[config.mk]
export PLATFORM = sky130hd
export DESIGN_NAME = keypad_scanner
export DESIGN_NICKNAME = d
export VERILOG_FILES = /design/src/rtl/keypad_scanner.sv
export SDC_FILE = /design/constraint.sdc
export NUM_CORES = 1
export LEC_CHECK = 0
export CAP_MARGIN = 5
export CORE_AREA = 2 2 87 89
export CTS_CLUSTER_DIAMETER = 30
export CTS_CLUSTER_SIZE = 28
export DETAILED_ROUTE_END_ITERATION = 16
export DIE_AREA = 0 0 89 91
export GPL_ROUTABILITY_DRIVEN = 0
export SLEW_MARGIN = 15
export SYNTH_ARGS = -nofsm -noshare
export SYNTH_HDL_FRONTEND = slang
export SYNTH_SLANG_ARGS = --single-unit
[constraint.sdc]
create_clock -name clk -period 4.7 [get_ports clk]
set_input_delay 0.94 -clock clk [delete_from_list [all_inputs] [get_ports clk]]
set_output_delay 0.94 -clock clk [all_outputs]
set_load 0.02 [all_outputs]
[src/rtl/keypad_scanner.sv]
// keypad_scanner: matrix keypad scanner with scan-level debounce, press/release/multi-key events.
// Define KEYPAD_AUTOREPEAT_EN to re-issue key_valid every REPEAT_SCANS scans while a key is held.
module keypad_scanner #(
  parameter int N_COLS = 4,
  parameter int N_ROWS = 4,
  parameter int SETTLE_CYC = 4,
  parameter int DEBOUNCE_SCANS = 3,
  parameter int REPEAT_SCANS = 32,
  localparam int CW = $clog2(N_COLS),
  localparam int RW = $clog2(N_ROWS)
) (
  input  logic              clk,
  input  logic              reset,
  output logic [N_COLS-1:0] cols,
  input  logic [N_ROWS-1:0] rows,
  output logic              key_valid,
  output logic              key_release,
  output logic [CW+RW-1:0]  key_code,
  output logic              key_held,
  output logic              multi_key
);
  localparam int DW = $clog2(SETTLE_CYC);
  localparam int BW = $clog2(DEBOUNCE_SCANS + 1);
  localparam logic [DW-1:0] DW_LAST = DW'(SETTLE_CYC - 1);
  localparam logic [CW-1:0] C_LAST = CW'(N_COLS - 1);
  localparam logic [BW-1:0] DEB = BW'(DEBOUNCE_SCANS);
  // Scan result kinds share the FSM encoding: none/single/multi == IDLE/PRESSED/MULTI.
  typedef enum logic [1:0] {IDLE, PRESSED, MULTI} state_t;
  logic [N_ROWS-1:0] r1, r2;
  logic [DW-1:0] dw;
  logic [CW-1:0] col;
  logic [1:0] acc_n, acc_sum;
  logic [CW+RW-1:0] acc_code, code_n, prev_code, accepted_code;
  logic [RW-1:0] first_row;
  state_t res, prev_kind, acc_kind, state;
  logic [BW-1:0] stab, stab_n;
  logic same_prev, same_acc, upd, rep_fire;
  always_comb begin
    acc_sum = acc_n;
    first_row = '0;
    for (int i = N_ROWS - 1; i >= 0; i--)
      if (r2[i]) first_row = RW'(i);
    for (int i = 0; i < N_ROWS; i++)
      if (r2[i] && acc_sum != 2'd2) acc_sum = acc_sum + 2'd1;
    code_n = (acc_n == 2'd0 && |r2) ? {col, first_row} : acc_code;
    res = state_t'(acc_sum);
    same_prev = res == prev_kind && (res != PRESSED || code_n == prev_code);
    same_acc = res == acc_kind && (res != PRESSED || code_n == accepted_code);
    stab_n = !same_prev ? BW'(1) : (stab == DEB ? stab : stab + 1'b1);
  end
  always_ff @(posedge clk or posedge reset)
    if (reset) begin
      r1 <= '0;
      r2 <= '0;
      dw <= '0;
      col <= '0;
      cols <= N_COLS'(1);
      acc_n <= '0;
      acc_code <= '0;
      prev_kind <= IDLE;
      prev_code <= '0;
      stab <= '0;
      acc_kind <= IDLE;
      accepted_code <= '0;
      upd <= 1'b0;
    end else begin
      r1 <= rows;
      r2 <= r1;
      upd <= 1'b0;
      dw <= (dw == DW_LAST) ? '0 : dw + 1'b1;
      if (dw == DW_LAST) begin
        cols <= {cols[N_COLS-2:0], cols[N_COLS-1]};
        col <= (col == C_LAST) ? '0 : col + 1'b1;
        acc_n <= (col == C_LAST) ? 2'd0 : acc_sum;
        acc_code <= (col == C_LAST) ? '0 : code_n;
        if (col == C_LAST) begin
          prev_kind <= res;
          prev_code <= code_n;
          stab <= stab_n;
          if (stab_n == DEB && !same_acc) begin
            upd <= 1'b1;
            acc_kind <= res;
            accepted_code <= code_n;
          end
        end
      end
    end
`ifdef KEYPAD_AUTOREPEAT_EN
  localparam int RPW = $clog2(REPEAT_SCANS + 1);
  localparam logic [RPW-1:0] REP_LAST = RPW'(REPEAT_SCANS - 1);
  logic [RPW-1:0] rep;
  logic scan_end;
  assign rep_fire = scan_end && !upd && state == PRESSED && rep == REP_LAST;
  always_ff @(posedge clk or posedge reset)
    if (reset) begin
      rep <= '0;
      scan_end <= 1'b0;
    end else begin
      scan_end <= dw == DW_LAST && col == C_LAST;
      if (upd || state != PRESSED) rep <= '0;
      else if (scan_end) rep <= (rep == REP_LAST) ? '0 : rep + 1'b1;
    end
`else
  assign rep_fire = 1'b0;
`endif
  always_ff @(posedge clk or posedge reset)
    if (reset) begin
      state <= IDLE;
      key_valid <= 1'b0;
      key_release <= 1'b0;
      key_code <= '0;
      key_held <= 1'b0;
      multi_key <= 1'b0;
    end else begin
      key_valid <= 1'b0;
      key_release <= 1'b0;
      if (upd) begin
        state <= acc_kind;
        multi_key <= acc_kind == MULTI;
        if (acc_kind == IDLE) begin
          key_release <= key_held;
          key_held <= 1'b0;
        end else if (acc_kind == PRESSED && !(key_held && accepted_code == key_code)) begin
          key_release <= key_held;
          key_valid <= 1'b1;
          key_code <= accepted_code;
          key_held <= 1'b1;
        end
      end else if (rep_fire) key_valid <= 1'b1;
    end
endmodule

# After elaboration in Yosys (flattened, before gate mapping)
# Index checks and enable logic that the tools add are counted.
[op_classes] addsub=7 bitwise_logic=1 eq_ne=16 n_reduce_logical=22 muxes=26
[ops] cell="two-way mux 2 bit" n=13
[ops] cell="adder 2 x 1 -> 2 bit (second input constant)" n=7
[ops] cell="equality test 4 bit" n=3
[ops] cell="two-way mux 1 bit" n=11
[ops] cell="equality test 2 bit (second input constant)" n=5
[ops] cell="logical AND 1 bit" n=10
[ops] cell="two-way mux 4 bit" n=2
[ops] cell="inequality test 2 bit (second input constant)" n=4
[ops] cell="AND reduction 3 bit" n=2
[ops] cell="equality test 2 bit" n=2
[ops] cell="logical NOT 2 bit" n=2
[ops] cell="AND reduction 2 bit" n=2
[ops] cell="OR reduction 4 bit" n=1
[ops] cell="equality test 2 x 1 -> 1 bit (second input constant)" n=1
[ops] cell="logical NOT 1 bit" n=2
[ops] cell="logical OR 1 bit" n=2
[ops] cell="inequality test 2 x 1 -> 1 bit (second input constant)" n=1
[ops] cell="nonzero test 2 bit" n=1
[ops] cell="NOT 1 bit" n=1
[totals] ff_bits=45 output_inout_bits=12 wordCells=90 in_bits=6

# Longest topological paths before layout
[depth] word_depth=21 depth_mapped=21

# Worst setup path before layout
# No wires, ideal clock.
[synth_timing] path_kind="reg2reg" start="reg acc_n[0]" end="reg accepted_code[1]" period_less_slack_ns=4.284 setup_ns=0.142 stages_incl_launch_ff=20 arrival_ns=4.142 path_slack_ns=0.416 path_cell_list="dfrtp_1 -> inv_1 -> ha_1 -> and2b_1 -> xnor2_1 -> ha_1 -> nor2b_4 -> xnor3_2 -> inv_1 -> ha_1 -> or3b_2 -> nand2_1 -> ha_1 -> or2b_2 -> xnor3_2 -> or2_1 -> a2111o_1 -> o21ai_2 -> o21ai_4 -> mux2i_1"
[synth_via] elab_chain_cells=19 word_cells_on_any_way=33
[synth_rtl] element="start, declared" line_no="32" source="logic [1:0] acc_n, acc_sum;"
[synth_rtl] element="start signal, assigned" line_no="74" source="acc_n <= (col == C_LAST) ? 2'd0 : acc_sum;"
[synth_rtl] element="branches (longest 19 deep; another with adder 2 x 1 -> 2 bit)"
[synth_rtl] element="end signal, assigned" line_no="83" source="accepted_code <= code_n;"
[synth_rtl] element="end, declared" line_no="33" source="logic [CW+RW-1:0] acc_code, code_n, prev_code, accepted_code;"
# Several ways; the timed one is not identified.
# A chain may end at the register's enable or synchronous reset.

# Final worst setup path
[layout_timing] start="reg acc_n[0]" end="reg accepted_code[0]"
# Same word-level chain as after synthesis.

==> impl_metrics.py <==
metrics = {
    "status": {
        "status": "finished clean",
    },
    "power": {
        "peakVddDrop_v": 0.000205,
        "p_leak_nw": 1.23,
        "pwr_density_cell_nw_per_um2": 390,
    },
    "detailed_routing": {
        "ant_nets": 0,
        "dr.pass1.iters": 4,
        "wirelength_mm": 4.42,
        "drc": 0,
        "vias": 1650,
        "vias_per_cell": 4.84,
        "wl_per_cell_um": 13.0,
        "drt-initial-drc-count": 118,
    },
    "floorplanning": {
        "start_util_pct": 32.6,
        "die_w_um": 89,
        "rows": 31,
        "fp.dieH_um": 91,
        "core-area_um2": 7140,
        "die-area_um2": 8100,
        "ioPinCount": 18,
    },
    "setup_path": {
        "slowest_delay_ns": 0.39,
        "r2r_cells": 19,
        "critPathKind": "register to register",
        "crit_chain": "inv_1 -> ha_1 -> and2b_1 -> o21ai_0 -> ha_2 -> nor2b_4 -> xnor3_2 -> inv_1 -> ha_1 -> nand2b_1 -> xor2_1 -> ha_1 -> or2b_2 -> xnor3_2 -> or2_1 -> a2111o_1 -> o21ai_2 -> o21ai_4 -> mux2i_1",
        "crit_path_top_delay_cell": "dfrtp_1",
        "start_kind": "register",
        "crit_top_cell": "ha_1",
        "required_ns": 4.86,
        "cp-end-kind": "register",
        "arrival_ns": 4.59,
        "cp_max_fo": 10,
    },
    "finish": {
        "layout-drive-gt1-share_pct": 12.8,
        "final_cell_mix": "44 x dfrtp_1, 24 x inv_1, 19 x o21ai_0, 18 x nand2_1, 17 x clkdlybuf4s50_1",
        "syn_to_final_growth_pct": 17.1,
        "diodes": 0,
        "fill_cells": 742,
        "fin_nets": 254,
        "final_common_cell": "dfrtp_1",
    },
    "logic_synthesis": {
        "synthDistinctLibCells": 51,
        "synth_nets": 235,
        "ys_ff_latch": 45,
        "avgSynthCellArea_um2": 10.5,
        "synthArstFlopShare_pct": 100,
        "mappedNetlistArea_um2": 2330,
        "synthCells": 222,
        "yosysWarnings": 0,
        "synthFlopType": "dfrtp_1",
        "ys_seq_area_share_pct": 48.5,
        "synth_enable_flop_cells": 0,
    },
    "placed_design": {
        "place_hpwl_mm": 3.19,
        "port_buffers": 17,
    },
    "timing": {
        "fin_worst_skew_ns": 0.00883,
        "fin_crit_ns": 4.43,
        "period_share_pct": 94.3,
        "rsz0062_at_grt": "false",
        "finalSetupViolations": 0,
        "slew_violations": 0,
        "holdWs_ns": 0.356,
        "finalHoldViolCount": 0,
        "timing.fmax_mhz": 226,
        "relSlewSlack_pct": 37.7,
        "worst_pin_slew_ns": 0.934,
        "setup_tns_ns": 0,
    },
    "clock_network": {
        "cts_tree": "done",
        "clk_latency_ns": 0.30,
        "numCtsBuffers": 5,
        "cts_max_path_buffers": 2,
        "cts-root-buf": "clkbuf_8",
        "clk_pin_slew_worst_paths_ns": 0.09,
        "clock-sinks": 45,
        "ctsHoldBuffers": 0,
        "htreeDepth": 2,
    },
    "min_path": {
        "min_path_type": "register to register",
        "holdPathStages": 0,
    },
    "global_route": {
        "first_global_vias": 1669,
        "grt-ovfl-total": 0,
        "grt_pass1_wl_mm": 7.84,
        "track_usage_pct": 12.3,
        "grt_antenna_before_repair": 0,
        "grt_max_degree": 46,
    },
    "run": {
        "cap_violations": 0,
    },
}
state kept, by name (all words and copies together), names as in the netlist, 4 cells and up:
signal and cells:
key_code 4, r2 4, r1 4, cols 4, prev_code 4, acc_code 4
accepted_code 4
layout make-up:
type / instances / area [um^2] / area share, %
clock buffers: 5 / 68.8 / 2.53
clock inverters: 3 / 68.8 / 2.53
inverters: 25 / 93.8 / 3.45
multi-input cells: 146 / 1060 / 39.0
flip-flops and latches: 45 / 1130 / 41.4
well taps: 99 / 124 / 4.55
repair buffers: 18 / 178 / 6.52
final timing paths:
check                              start               end  slack [ns]
worst min register to register     r1[3]             r2[3]        0.36
min in group asynchronous          reset             r1[0]        1.16
worst max-delay path            acc_n[0]  accepted_code[0]        0.27
max in group asynchronous          reset         key_valid        2.96
worst max register to register  acc_n[0]  accepted_code[0]        0.27
worst min-delay path               r1[3]             r2[3]        0.36
per-stage QoR:
step | instance area (um^2) | setup slack [ns] | cells | total power (W) | utilization [%]
finish | 2720 | 0.268 | 341 | 0.00106 | 38.2
detailed placement | 2580 | 0.0869 | 333 | 0.000716 | 36.2
global route | 2720 | 0.00114 | 341 | 0.00113 | 38.2
floorplan | 2330 | 0.416 | 222 | 0.000661 | -
global placement | 2580 | 0.223 | 333 | 0.000712 | 36.2
CTS | 2720 | 0.0565 | 341 | 0.00107 | 38.1
where the power goes:
part | internal, W | switching, W | leakage [nW]
registers | 0.000438 | 0.0000625 | 0.585
clock network | 0.000214 | 0.000139 | 0.0687
logic | 0.0000932 | 0.000116 | 0.575
total | 0.000745 | 0.000318 | 1.23
cell families after synthesis:
logic type	share of synthesized area, %
compound gates	18.9
xor+xnor	5.06
fa+ha+maj	3.77
buf+inv	6.08
flops	48.5
mux	6.40
simple gates	11.3
per-layer routing:
layer / track usage, % / part of all wire [%] / vias to the layer above / wire length [um]
met5: 0 / 0 / - / 0
li1: - / - / 821 / -
met1: 16.2 / 47 / 800 / 2060
met3: 2.82 / 2.9 / 6 / 130
met4: 4.35 / 1.7 / 0 / 75
met2: 19.8 / 49 / 23 / 2160
what timing repair did:
action | in CTS | in global routing
hold endpoints to repair | 0 | 0
gates resized for setup | 0 | 2
setup endpoints to repair | 0 | 7
buffers inserted | 0 | 0
critical path: cells and delay by family (launching register included):
family          cells  cell delay, ns
flops               1            0.39
buf+inv             2            0.18
xor+xnor            3            0.86
simple gates        5            1.07
mux                 1            0.15
fa+ha+maj           4            0.81
compound gates      4            0.83
synthesized netlist by cell type (5+ instances only):
cell,count,share of area (%)
nor2_1,10,1.6
xor2_1,5,1.9
mux2i_1,7,3.0
a21oi_1,9,1.9
dfrtp_1,44,47
ha_1,7,3.8
inv_1,25,4.0
nor3_1,5,1.1
nand2_1,18,2.9
a31oi_1,7,1.9
o21ai_0,19,4.1
o22ai_1,7,1.9
mux2_2,7,3.4
No activity file was read; power rests on OpenSTA's default activity.
